[src/rtl/noc_pkg.sv]
// Shared types for the NoC endpoint injection path.
package noc_pkg;
   localparam int NOC_FLIT_WIDTH = 256;
   localparam int NOC_DEST_WIDTH = 4;

   typedef struct packed {
      logic [NOC_FLIT_WIDTH-1:0] data;
      logic [NOC_DEST_WIDTH-1:0] dest;
      logic                      is_tail;
   } flit_t;

   typedef enum logic {HEAD = 1'b0, BODY = 1'b1} in_state_t;
endpackage

[src/rtl/noc_sync_fifo.sv]
// Synchronous FIFO with registered storage; a written word becomes visible the cycle after the push.
module noc_sync_fifo #(
   parameter int WIDTH = 8,
   parameter int DEPTH = 4
) (
   input  logic             clk,
   input  logic             rst,
   input  logic             push,
   input  logic [WIDTH-1:0] wdata,
   input  logic             pop,
   output logic [WIDTH-1:0] rdata,
   output logic             full,
   output logic             empty
);
   localparam int AW = $clog2(DEPTH);

   logic [WIDTH-1:0] mem_q [DEPTH];
   logic [AW:0]      wr_ptr_q, wr_ptr_d, rd_ptr_q, rd_ptr_d;
   logic             do_push, do_pop;

   // Pointers carry one extra wrap bit so full and empty are distinguishable.
   assign empty   = (wr_ptr_q == rd_ptr_q);
   assign full    = (wr_ptr_q ^ rd_ptr_q) == {1'b1, {AW{1'b0}}};
   assign do_push = push && !full;
   assign do_pop  = pop && !empty;
   assign rdata   = mem_q[rd_ptr_q[AW-1:0]];

   always_comb begin
      wr_ptr_d = wr_ptr_q;
      rd_ptr_d = rd_ptr_q;
      if (do_push) wr_ptr_d = wr_ptr_q + 1'b1;
      if (do_pop)  rd_ptr_d = rd_ptr_q + 1'b1;
   end

   always_ff @(posedge clk or posedge rst) begin
      if (rst) begin
         wr_ptr_q <= '0;
         rd_ptr_q <= '0;
      end else begin
         wr_ptr_q <= wr_ptr_d;
         rd_ptr_q <= rd_ptr_d;
      end
   end

   always_ff @(posedge clk) begin
      if (do_push) mem_q[wr_ptr_q[AW-1:0]] <= wdata;
   end
endmodule

[src/rtl/noc_inject_adapter.sv]
// Client-stream to NoC injection port: per-packet dest locking, flit buffering and
// credit-based flow control toward the router input buffer.
module noc_inject_adapter
   import noc_pkg::*;
#(
   parameter int FLIT_WIDTH        = NOC_FLIT_WIDTH,
   parameter int DEST_WIDTH        = NOC_DEST_WIDTH,
   parameter int FLIT_BUFFER_DEPTH = 2,
   parameter int FIFO_DEPTH        = 4
) (
   input  logic                  clk,
   input  logic                  rst,
   input  logic [FLIT_WIDTH-1:0] in_data,
   input  logic [DEST_WIDTH-1:0] in_dest,
   input  logic                  in_last,
   input  logic                  in_valid,
   output logic                  in_ready,
   output logic [FLIT_WIDTH-1:0] data_out,
   output logic [DEST_WIDTH-1:0] dest_out,
   output logic                  is_tail_out,
   output logic                  send_out,
   input  logic                  credit_in,
   output logic                  credit_err
);
   localparam int              CW       = $clog2(FLIT_BUFFER_DEPTH + 1);
   localparam int              FW       = FLIT_WIDTH + DEST_WIDTH + 1;
   localparam logic [CW-1:0]   CRED_MAX = CW'(FLIT_BUFFER_DEPTH);
   localparam logic [CW-1:0]   CRED_ONE = CW'(1);

   in_state_t             state_q, state_d;
   logic [DEST_WIDTH-1:0] dest_lock_q, dest_lock_d;
   logic [CW-1:0]         credits_q, credits_d;
   logic                  err_q, err_d;
   logic                  ready_q;
   logic                  send_q, send_d;
   logic [FLIT_WIDTH-1:0] data_q, data_d;
   logic [DEST_WIDTH-1:0] dest_q, dest_d;
   logic                  tail_q, tail_d;

   logic                  fifo_full, fifo_empty, accept, pop;
   logic [DEST_WIDTH-1:0] wr_dest;
   logic [FW-1:0]         fifo_wdata, fifo_rdata;

   // ready_q holds in_ready low through reset and for the release cycle.
   assign in_ready   = ready_q && !fifo_full;
   assign accept     = in_valid && in_ready;
   assign pop        = !fifo_empty && (credits_q != '0);
   assign wr_dest    = (state_q == HEAD) ? in_dest : dest_lock_q;
   assign fifo_wdata = {in_data, wr_dest, in_last};

   noc_sync_fifo #(.WIDTH(FW), .DEPTH(FIFO_DEPTH)) u_fifo (
      .clk   (clk),
      .rst   (rst),
      .push  (accept),
      .wdata (fifo_wdata),
      .pop   (pop),
      .rdata (fifo_rdata),
      .full  (fifo_full),
      .empty (fifo_empty)
   );

   always_comb begin
      state_d     = state_q;
      dest_lock_d = dest_lock_q;
      if (accept) begin
         if (state_q == HEAD) dest_lock_d = in_dest;
         state_d = in_last ? HEAD : BODY;
      end
   end

   // A credit returned at the maximum count is a router protocol violation.
   always_comb begin
      credits_d = credits_q;
      err_d     = err_q;
      case ({pop, credit_in})
         2'b10:   credits_d = credits_q - CRED_ONE;
         2'b01: begin
            if (credits_q == CRED_MAX) err_d = 1'b1;
            else                       credits_d = credits_q + CRED_ONE;
         end
         default: credits_d = credits_q;
      endcase
   end

   always_comb begin
      send_d = pop;
      data_d = data_q;
      dest_d = dest_q;
      tail_d = tail_q;
      if (pop) begin
         data_d = fifo_rdata[FW-1 -: FLIT_WIDTH];
         dest_d = fifo_rdata[DEST_WIDTH:1];
         tail_d = fifo_rdata[0];
      end
   end

   always_ff @(posedge clk or posedge rst) begin
      if (rst) begin
         state_q     <= HEAD;
         dest_lock_q <= '0;
         credits_q   <= CRED_MAX;
         err_q       <= 1'b0;
         ready_q     <= 1'b0;
         send_q      <= 1'b0;
         data_q      <= '0;
         dest_q      <= '0;
         tail_q      <= 1'b0;
      end else begin
         state_q     <= state_d;
         dest_lock_q <= dest_lock_d;
         credits_q   <= credits_d;
         err_q       <= err_d;
         ready_q     <= 1'b1;
         send_q      <= send_d;
         data_q      <= data_d;
         dest_q      <= dest_d;
         tail_q      <= tail_d;
      end
   end

   assign send_out    = send_q;
   assign data_out    = data_q;
   assign dest_out    = dest_q;
   assign is_tail_out = tail_q;
   assign credit_err  = err_q;
endmodule

[config.mk]
export PLATFORM = sky130hd
export DESIGN_NAME = noc_inject_adapter
export DESIGN_NICKNAME = d
export VERILOG_FILES = /design/src/rtl/noc_pkg.sv /design/src/rtl/noc_sync_fifo.sv /design/src/rtl/noc_inject_adapter.sv
export SDC_FILE = /design/constraint.sdc
export NUM_CORES = 1
export LEC_CHECK = 0
export CAP_MARGIN = 5
export CORE_MARGIN = 2
export CORE_UTILIZATION = 63
export CTS_BUF_LIST = sky130_fd_sc_hd__clkbuf_8
export CTS_CLUSTER_SIZE = 40
export DETAILED_ROUTE_END_ITERATION = 16
export PLACE_DENSITY_LB_ADDON = 0.12
export SLEW_MARGIN = 20
export SYNTH_ARGS = -nofsm -noshare
export SYNTH_HDL_FRONTEND = slang
export SYNTH_HIERARCHICAL = 1
export SYNTH_SLANG_ARGS = --single-unit
[constraint.sdc]
create_clock -name clk -period 30.1 [get_ports clk]
set_input_delay 3.01 -clock clk [delete_from_list [all_inputs] [get_ports clk]]
set_output_delay 3.01 -clock clk [all_outputs]
set_load 0.02 [all_outputs]
* Word-level counts from Yosys, hierarchy flattened *
Memories as Yosys holds them, arrays and structs flattened. A register that Yosys moved wholly into a read port is not among the register bits.
Cells that the tools add are included.

cells by class
  $add $sub $neg = 4
  $mul = 0
  divide/modulo/power cells = 0
  order comparisons = 0
  eq/ne operators = 6
  shifts and indexed selects = 0
  mux-type cells = 6
  bitwise logic cells = 1
  reductions and logical operators = 11

operators with widths
  operator                                          count
  adder 3 x 1 -> 3 bit, second input constant       2
  logical AND 1 bit                                 5
  == test 2 bit, second input constant              2
  two-way mux 4 bit                                 1
  case mux 2 bit (2 select lines)                   1
  AND reduction 2 bit                               2
  nonzero test 2 bit                                2
  == test 3 bit                                     1
  == test 3 bit, second input constant              1
  two-way mux 1 bit                                 3
  XOR 3 bit                                         1
  adder 2 x 1 -> 2 bit, second input constant       1
  == test 2 x 1 -> 1 bit, second input constant     1
  logical NOT 1 bit                                 2
  two-way mux 2 bit                                 1
  != test 2 bit, second input constant              1
  subtractor 2 x 1 -> 2 bit, second input constant  1

word-level totals
  register bits after elaboration = 16
  latch bits = 0
  RAM bits = 1044
  memory bits (read-only) = 0
  logic and storage cells = 37
  memories = 1

memory list
  memory        depth  bits a word  rd ports  clocked after memory_dff  wr ports  line                 text
  u_fifo.mem_q  4      261          1         1                         1         noc_sync_fifo.sv:17  logic [WIDTH-1:0] mem_q [DEPTH];

* Longest topological paths before layout *
Gate-level depths: netlist (run 1).

  depth after elaboration = 8
  mapped depth = 12
  mapped depth without buffers = 7

* By module *
Netlist (run 1), hierarchy kept.

by module, submodules not included
  module              times used  cells each  area each (µm²)  sequential area each (µm²)
  noc_sync_fifo       1           1414        38189.1          31500.2
  noc_inject_adapter  1           591         10998.0          6782.8

* Worst setup path before layout (run 1) *
OpenSTA, ideal clock, no wires.

  kind = input to register
  from = in in_valid
  to = mem u_fifo/mem_q[3][0] (netlist bit) (enable)
  arrival = 11.085 ns
  required time = 29.361 ns
  setup slack = 18.276 ns
  cell stages on the path = 3
  path through = and3b_1 -> nand2_1 -> a31oi_2

between the ends
  cells in the longest elaborated chain, start to end = 4

RTL lines
  item                                     line                      text
  start: declaration                       noc_inject_adapter.sv:16  input logic in_valid,
  logical AND 1 bit                        noc_inject_adapter.sv:46  assign accept = in_valid && in_ready;
  logical AND 1 bit                        noc_sync_fifo.sv:24       assign do_push = push && !full;
  two-way mux 1 bit                        noc_sync_fifo.sv:46       if (do_push) mem_q[wr_ptr_q[AW-1:0]] <= wdata;
  two-way mux 1 bit (not written as such)  noc_sync_fifo.sv:46
  end: declaration                         noc_sync_fifo.sv:17

Every way passes these cells.

* Worst setup path after layout (run 1) *
  from = reg u_fifo.rd_ptr_q[1]
  to = out in_ready

between the ends
  cells in the longest elaborated chain, start to end = 4

RTL lines
  item                      line                      text
  start: declaration        noc_sync_fifo.sv:18       logic [AW:0] wr_ptr_q, wr_ptr_d, rd_ptr_q, rd_ptr_d;
  start signal: assignment  noc_sync_fifo.sv:41       rd_ptr_q <= rd_ptr_d;
  XOR 3 bit                 noc_sync_fifo.sv:23       assign full = (wr_ptr_q ^ rd_ptr_q) == {1'b1, {AW{1'b0}}};
  == test 3 bit             noc_sync_fifo.sv:23
  via fifo_full             noc_inject_adapter.sv:40  logic fifo_full, fifo_empty, accept, pop;
  logical NOT 1 bit         noc_inject_adapter.sv:45  assign in_ready = ready_q && !fifo_full;
  logical AND 1 bit         noc_inject_adapter.sv:45
  end: declaration          noc_inject_adapter.sv:17  output logic in_ready,

The timed path passes the listed nets, and every way through them passes these cells.

==> metrics.yaml, run 1 <==
sta:
  fin_crit_sh_pct: 21.3
  rsz0062_at_grt: "false"
  fin_setup_tns_ns: 0
  slew_violations: 0
  whs_ns: 0.505
  skew_ns: 0.0589
  final-setup-viol-count: 0
  relSlewSlack_pct: 6.07
  hold_violations: 0
  max_freq_mhz: 156
  min_period_ns: 6.40
  worstMarginPinSlew_ns: 1.41
floorplanning:
  core_um2: 77300
  die_y_um: 283
  rows: 102
  initial_core_util_pct: 63.6
  die_w_um: 283
  die_area_um2: 80300
  io_pins: 529
clock_network:
  clk_path_buf_depth: 3
  cts_buffers: 201
  clock_latency_ns: 0.84
  htree_levels: 4
  cts_root_buf: "clkbuf_8"
  cts.repair.resized: 0
  ctsHoldBuffers: 0
  post-cts-setup-buffers: 0
  cts_sinks: 1321
  cts_tree: "yes"
  path_clk_slew_ns: 0.06
critical_path:
  cp.required_ns: 27.09
  critPathTopFamily: "flip-flops"
  crit_path_cell_trace: "xnor2_1 > nand3_1 > inv_1 > nor2b_1 > clkdlybuf4s50_1"
  r2r_cells: 7
  r2r_end: "u_fifo/mem_q[2][127]$_DFFE_PP_"
  regToRegSetupSlack_ns: 24.83
  worstPathMaxFanout: 64
  cp_slowest_cell: "dfrtp_4"
  r2r_start: "u_fifo/rd_ptr_q[1]$_DFFE_PP0P_"
  crit_path_end_kind: "output pin"
  slowest_delay_ns: 1.10
  crit_type: "reg2out"
  start_kind: "flop"
  crit_buf_inv: 2
  critical_path_arrival_ns: 3.39
  startpoint: "u_fifo/rd_ptr_q[1]$_DFFE_PP0P_"
min_path:
  hold_class: "reg2reg"
  hold_path_end: "dest_lock_q[0]$_DFFE_PP0P_"
  min_path_cells: 1
  hold_path.startpoint: "dest_lock_q[0]$_DFFE_PP0P_"
logic_synthesis:
  yosys.area.top_type: "edfxtp_1"
  yosysWarnings: 6
  syn_nets: 2275
  yosysSeqAreaShare_pct: 77.8
  synth_top_area_share_pct: 63.7
  async_flop_share_pct: 21.0
  yosysUniqueCellTypes: 39
  netlist_area_um2: 49200
  synth.avg_cell_area_um2: 24.5
  ys_seq_elements: 1321
  synth_edf_count: 1044
  synthFlopType: "edfxtp_1"
  yosys-top-cells-area: "edfxtp_1 (64%), dfrtp_1 (14%), mux4_2 (12%)"
  postSynthCellCount: 2005
cells_and_area:
  synthToLayoutAreaGrowth_pct: 20.1
  mostFrequentLayoutCell: "edfxtp_1"
  drive_above_1_share_pct: 28.5
  fin_nets: 2943
  final_cell_mix: "edfxtp_1 (1044), clkdlybuf4s50_1 (528), dfrtp_1 (274)"
  final_cells: 3909
route:
  drtAntennaViolNets: 0
  drt_iter0_markers: 1766
  routedWlPerCell_um: 25.8
  drc: 0
  vias: 22600
  totalWireLength_mm: 101
  drt-pass1-iter-count: 5
  avgViaCountPerCell: 5.79
global_route:
  track_usage_pct: 25.6
  grt-ovfl-total: 0
  grt_pass1_vias: 24300
  grt_pass1_wl_mm: 152
  antenna_found_initial: 30
  grt_max_degree: 162
placement:
  dp.cells: 3509
  gp_congestion: 0.783
  port-buffer-count: 528
  dp_hpwl_mm: 60.1
run_status:
  outcome: "finished, final reports clean"
power_and_ir_drop:
  cellLeakagePower_nw: 21.0
  power_mw: 6.17
  p_per_area_nw_per_um2: 104
  vdd_ir_drop_max_mv: 0.153
run:
  timing.max_cap.violations: 0
power by group:
part	switching, mW	total (mW)	internal, mW	leakage (nW)
registers	0.217	2.59	2.38	12.7
clock network	0.664	1.35	0.690	2.36
logic	1.01	2.23	1.21	5.92
area by class of cell:
type | count | area (um2)
fillers | 4141 | 18300
repair buffers | 555 | 5560
diodes | 20 | 50.0
clock inverters | 160 | 778
multi-input cells | 584 | 10000
clock buffers | 219 | 3010
inverters | 10 | 45.0
flip-flops and latches | 1321 | 38300
well taps | 1040 | 1300
cell usage after synthesis (all sizes together), types with 4 or more instances:
cell type	instances
o31ai	5
edfxtp	1044
mux4	261
ha	5
mux2	269
dfrtp	276
a21oi	5
inv	10
xor2	4
xnor2	5
buf	88
through the flow:
step	setup WS (ns)	utilization, %	instance area, um2
5_1_grt	23.50	76.4	59100
6_report	23.70	76.4	59100
3_5_place_dp	22.90	71.4	55200
2_1_floorplan	18.28	-	49200
4_1_cts	23.59	76.3	59000
3_3_place_gp	22.87	71.4	55200
sequential cells by signal (all words and copies together), names as in the netlist:
register and cells:
data_out 256, u_fifo/mem_q 1044, ready_q 1, u_fifo/rd_ptr_q 3, credit_err 1, u_fifo/wr_ptr_q 3
send_out 1, state_q 1, is_tail_out 1, credits_q 2, dest_lock_q 4, dest_out 4
worst max-delay path by stage:
stage,to,slack [ns],cells past startpoint
3_5_place_dp,u_fifo/mem_q[2][131]$_DFFE_PP_,22.90,5
6_report,in_ready,23.70,5
3_3_place_gp,u_fifo/mem_q[2][132]$_DFFE_PP_,22.87,5
4_1_cts,in_ready,23.59,5
2_1_floorplan,u_fifo/mem_q[3][0]$_DFFE_PP_,18.28,3
5_1_grt,in_ready,23.50,5
kinds of logic (layout without fill, tap and decap cells):
kind of cell / count (synthesis) / in the layout / synth area share (%)
AO/OA/AOI/OAI: 18 / 18 / 0.282
AND/OR/NAND/NOR: 20 / 20 / 0.272
XOR/XNOR: 9 / 9 / 0.191
multiplexers: 531 / 531 / 19.5
buffers and inverters: 100 / 944 / 1.79
adder cells (fa/ha/maj): 5 / 5 / 0.127
flip-flops: 1321 / 1321 / 77.8
other: 1 / 21 / 0.00762
layer usage:
| layer | track usage (%) | part of all wire [%] | up-vias |
|---|---|---|---|
| met2 | 41.0 | 51 | 791 |
| met1 | 33.8 | 39 | 12000 |
| li1 | - | - | 9676 |
| met4 | 9.76 | 2.9 | 24 |
| met3 | 7.48 | 7.5 | 183 |
| met5 | 0 | 0.15 | - |
No activity file was read; power rests on OpenSTA's default activity.
==> run 2: changes to the inputs <==
--- a/config.mk
+++ b/config.mk
@@ -7,7 +7,7 @@
 export LEC_CHECK = 0
 export CAP_MARGIN = 5
 export CORE_MARGIN = 2
-export CORE_UTILIZATION = 63
+export CORE_UTILIZATION = 58
 export CTS_BUF_LIST = sky130_fd_sc_hd__clkbuf_8
 export CTS_CLUSTER_SIZE = 40
 export DETAILED_ROUTE_END_ITERATION = 16
==> constraint.sdc (replaced) <==
create_clock -name clk -period 6.1 [get_ports clk]
set_input_delay 0.61 -clock clk [delete_from_list [all_inputs] [get_ports clk]]
set_output_delay 0.61 -clock clk [all_outputs]
set_load 0.02 [all_outputs]
==> run 2 against run 1 <==
- final area is 0.47% higher
- wire length is 0.46% higher
- sequential cell count stayed put
- via count is 1.1% lower
- largest cell class unchanged
==> metrics.yaml, run 2 (synthesis results as in run 1) <==
run_status:
  outcome: "finished, final reports clean"
floorplanning:
  die_y_um: 295
  die_w_um: 295
  rows: 106
  die_area_um2: 87200
  initial_core_util_pct: 58.7
  io_pins: 529
  core_um2: 83800
cells_and_area:
  fin_area_um2: 59400
  final_cells: 4005
  fin_nets: 2948
  largest_reg_flops: 1044
  final_util_pct: 70.8
  mostFrequentLayoutCell: "edfxtp_1"
  final_cell_mix: "edfxtp_1 (1044), clkdlybuf4s50_1 (528), dfrtp_1 (274)"
  synthToLayoutAreaGrowth_pct: 20.7
  n_fill_cell: 5123
  drive_above_1_share_pct: 29.3
route:
  totalWireLength_mm: 101
  drt_iter0_markers: 1301
  avgViaCountPerCell: 5.59
  routedWlPerCell_um: 25.3
  drtAntennaViolNets: 0
  vias: 22400
  drc: 0
  drt-pass1-iter-count: 7
critical_path:
  critPathTopFamily: "flip-flops"
  crit_path_cell_trace: "xor2_2 > nor3_1 > o21bai_4 > buf_12 > mux2_2"
  worstPathMaxFanout: 122
  crit_buf_inv: 1
  cp_slowest_cell: "dfrtp_4"
  start_kind: "flop"
  crit_type: "reg2reg"
  crit_path_end_kind: "flop"
  cp.required_ns: 6.82
  critical_path_arrival_ns: 4.55
  slowest_delay_ns: 1.09
clock_network:
  post-cts-setup-buffers: 0
  cts_root_buf: "clkbuf_8"
  htree_levels: 4
  path_clk_slew_ns: 0.06
  cts.repair.resized: 0
  clock_latency_ns: 0.86
  cts_tree: "yes"
  cts_buffers: 202
  cts_sinks: 1321
  ctsHoldBuffers: 0
  clk_path_buf_depth: 3
global_route:
  track_usage_pct: 23.7
  grt_pass1_vias: 24200
  grt_max_degree: 153
  antenna_found_initial: 35
  grt-ovfl-total: 0
  grt_pass1_wl_mm: 151
placement:
  gp_congestion: 0.785
  dp_hpwl_mm: 59.1
  port-buffer-count: 528
  place_area_um2: 55500
  dp.cells: 3608
  pre_cts_ws_ns: 2.39
sta:
  hold_violations: 0
  worstMarginPinSlew_ns: 1.31
  relSlewSlack_pct: 12.7
  setup_slack_ns: 2.27
  final-setup-viol-count: 0
  whs_ns: 0.190
  max_freq_mhz: 261
  skew_ns: 0.0360
  fin_crit_sh_pct: 62.8
  rsz0062_at_grt: "false"
  min_period_ns: 3.83
  slew_violations: 0
  fin_setup_tns_ns: 0
power_and_ir_drop:
  vdd_ir_drop_max_mv: 0.615
  power_mw: 30.5
  p_per_area_nw_per_um2: 514
  cellLeakagePower_nw: 21.0
min_path:
  hold_class: "in2async"
run:
  timing.max_cap.violations: 0
[run 2: cell types whose count changed in the layout (fill, tap and decap cells not counted), sizes merged, moves of 2 or more]
cell / previous run / this run
inv: 134 / 111
clkbuf: 219 / 231
clkinv: 32 / 38
buf: 27 / 31
clkinvlp: 2 / 4
diode: 20 / 22
[run 2: layout make-up]
type | instances | area [um2] | area share [%]
repair buffers | 559 | 5690 | 9.59
multi-input cells | 584 | 10100 | 17.0
clock inverters | 144 | 623 | 1.05
flip-flops and latches | 1321 | 38300 | 64.5
inverters | 10 | 41.3 | 0.0695
diodes | 22 | 55.1 | 0.0927
clock buffers | 231 | 3180 | 5.36
well taps | 1134 | 1420 | 2.39
[run 2: worst register-to-register path: cells and delay by family, from the launching register on]
kind                      cells  cell delay [ns]
DFF                           1             1.09
buffers and inverters         1             0.51
and+or+nand+nor               1             0.60
AOI/OAI and AO/OA             1             0.33
xor gates and xnor gates      1             0.27
muxes                         1             0.93
[run 2: routing by layer]
| metal | vias to the layer above | track usage, % | part of all wire (%) |
|---|---|---|---|
| met5 | - | 0 | 0.20 |
| met1 | 11800 | 30.2 | 39 |
| met4 | 30 | 9.57 | 2.6 |
| met2 | 664 | 37.6 | 51 |
| met3 | 183 | 8.24 | 7.9 |
| li1 | 9664 | - | - |
[run 2: worst paths after layout]
kind / depth (start not counted) / slack, ns / end / startpoint
worst max-delay path: 5 / 2.27 / data_out[23]$_DFFE_PP0P_ / u_fifo/rd_ptr_q[0]$_DFFE_PP0P_
worst min-delay path: 2 / 0.19 / u_fifo/wr_ptr_q[2]$_DFFE_PP0P_ / rst
worst max register to register: 5 / 2.27 / data_out[23]$_DFFE_PP0P_ / u_fifo/rd_ptr_q[0]$_DFFE_PP0P_
worst min register to register: 1 / 0.50 / data_out[90]$_DFFE_PP0P_ / data_out[90]$_DFFE_PP0P_
max in group asynchronous: 4 / 4.46 / data_out[132]$_DFFE_PP0P_ / rst
min in group clk: 1 / 0.38 / u_fifo/mem_q[1][146]$_DFFE_PP_ / in_data[141]
[run 2: power by group]
part | total (mW) | switching (mW) | internal [mW]
Clock | 6.74 | 3.25 | 3.49
Combinational | 11.2 | 5.13 | 6.04
Sequential | 12.6 | 0.905 | 11.7
==> run 3: changes to the inputs <==
==> constraint.sdc (replaced) <==
create_clock -name clk -period 3.7 [get_ports clk]
set_input_delay 0.37 -clock clk [delete_from_list [all_inputs] [get_ports clk]]
set_output_delay 0.37 -clock clk [all_outputs]
set_load 0.02 [all_outputs]
==> run 3 against run 2 <==
- die area is the same
- utilization increased by 0.68 points
- largest cell class unchanged
- register-to-register slack worse by 1.5 ns
- final area increased by 0.96%
- total power up 68%
- wire length up 0.11%
- final cell count increased by 0.50%
- sequential power grew 64%
- worst hold slack worse by 0.044 ns
- largest power group unchanged
- combinational power is 68% higher
==> metrics.yaml, run 3 (synthesis results as in run 1) <==
route:
  drc: 0
  wl_met3_mm: 7.47
  highest_layer: "met5"
  wl_met1_mm: 39.1
  wl_met2_mm: 52.5
  drtAntennaViolNets: 0
  avgViaCountPerCell: 5.58
  drt_iter0_markers: 1475
  routedWlPerCell_um: 25.2
  vias: 22500
  totalWireLength_mm: 101
  drt-pass1-iter-count: 5
critical_path:
  start_kind: "flop"
  crit_path_end_kind: "output pin"
  crit_type: "reg2out"
  cp.required_ns: 3.33
  worstPathMaxFanout: 6
  critical_path_arrival_ns: 2.81
cells_and_area:
  fin_nets: 2968
  drive_above_1_share_pct: 30.4
  multi_input_area_um2: 10100
  regArea_um2: 38300
  synthToLayoutAreaGrowth_pct: 21.9
  n_fill_cell: 5040
  final_cell_mix: "edfxtp_1 (1044), clkdlybuf4s50_1 (528), dfrtp_1 (274)"
  largest_reg_flops: 1044
  final_cells: 4025
  mostFrequentLayoutCell: "edfxtp_1"
power_and_ir_drop:
  vdd_ir_drop_max_mv: 0.754
  cellLeakagePower_nw: 21.2
  p_per_area_nw_per_um2: 853
clock_network:
  cts_sinks: 1321
  path_clk_slew_ns: 0.07
  cts_root_buf: "clkbuf_8"
  clock_latency_ns: 0.85
  htree_levels: 4
  clk_path_buf_depth: 3
  cts_tree: "yes"
  post-cts-setup-buffers: 0
  cts_buffers: 203
global_route:
  track_usage_pct: 23.6
  grt_pass1_vias: 24100
  antenna_found_initial: 22
  grt_pass1_wl_mm: 150
  grt_max_degree: 123
  grt-ovfl-total: 0
sta:
  rsz0062_at_grt: "false"
  fin_setup_tns_ns: 0
  setup_slack_ns: 0.522
  final-setup-viol-count: 0
  relSlewSlack_pct: 34.4
  fin_crit_sh_pct: 85.9
  min_period_ns: 3.18
  worstMarginPinSlew_ns: 0.985
  hold_violations: 0
  max_freq_mhz: 315
  slew_violations: 0
  skew_ns: 0.0233
min_path:
  hold_class: "in2reg"
floorplanning:
  die_w_um: 295
  core_um2: 83800
  rows: 106
  io_pins: 529
  die_y_um: 295
  initial_core_util_pct: 58.7
  die_area_um2: 87200
placement:
  dp.cells: 3626
  port-buffer-count: 528
  gp_congestion: 0.758
  dp_hpwl_mm: 60.2
  pre_cts_ws_ns: 0.796
run_status:
  outcome: "finished, final reports clean"
run:
  timing.max_cap.violations: 0
run 3: changes by cell type in the layout (fill, tap and decap cells not counted), sizes merged:
cell	before	now
buf	31	49
diode	22	14
inv	111	103
clkinv	38	44
bufinv	1	5
clkbuf	231	235
clkinvlp	4	7
dlygate4sd3	0	1
run 3: final timing paths:
kind,start,endpoint,slack [ns],cells past startpoint
max,u_fifo/wr_ptr_q[2]$_DFFE_PP0P_,in_ready,0.52,5
max reg2reg,u_fifo/rd_ptr_q[1]$_DFFE_PP0P_,data_out[111]$_DFFE_PP0P_,0.81,4
min,in_data[56],u_fifo/mem_q[0][61]$_DFFE_PP_,0.15,1
max in group asynchronous,rst,data_out[81]$_DFFE_PP0P_,2.26,4
min in group asynchronous,rst,ready_q$_DFF_PP0_,0.50,3
min reg2reg,data_out[31]$_DFFE_PP0P_,data_out[31]$_DFFE_PP0P_,0.50,1
run 3: cell type report:
type / count / area share [%]
antenna: 14 / 0.0585
multi-input combinational: 584 / 16.8
clock inverter: 149 / 1.33
sequential: 1321 / 63.9
tap: 1134 / 2.37
inverter: 10 / 0.0689
clock buffer: 235 / 5.40
timing repair buffer: 578 / 10.1
run 3: power by group:
part           internal, mW  switching [mW]
Combinational          10.1            8.67
Sequential             19.3            1.37
Clock                  6.16            5.49
run 3: critical path, stage by stage, from the launching register on:
cell,delay (ns)
dfrtp_1,0.44
xor2_1,0.58
nand3_2,0.21
inv_2,0.11
nor2b_1,0.08
clkdlybuf4s50_1,0.55
run 3: stage by stage:
stage	utilization, %	area, um2	power (mW)	hold slack (ns)
after detailed placement	66.6	55900	40.0	0.493
final	71.5	59900	51.1	0.146
after global placement	66.6	55900	39.6	0.484
after global routing	71.5	59900	53.3	0.0953
after floorplan	-	49200	34.1	0.161
after CTS	71.5	59900	51.8	0.0317
run 3: timing repair:
action | CTS | global route
hold buffers | 1 | 0
gates resized for setup | 0 | 0
endpoints found under the hold margin | 7 | 0
run 3: per-layer routing:
layer  vias to the layer above  GRT usage [%]
li1                       9715              -
met1                     11900           30.1
met2                       710           38.9
met3                       153           7.18
met4                        20           8.13
met5                         -              0
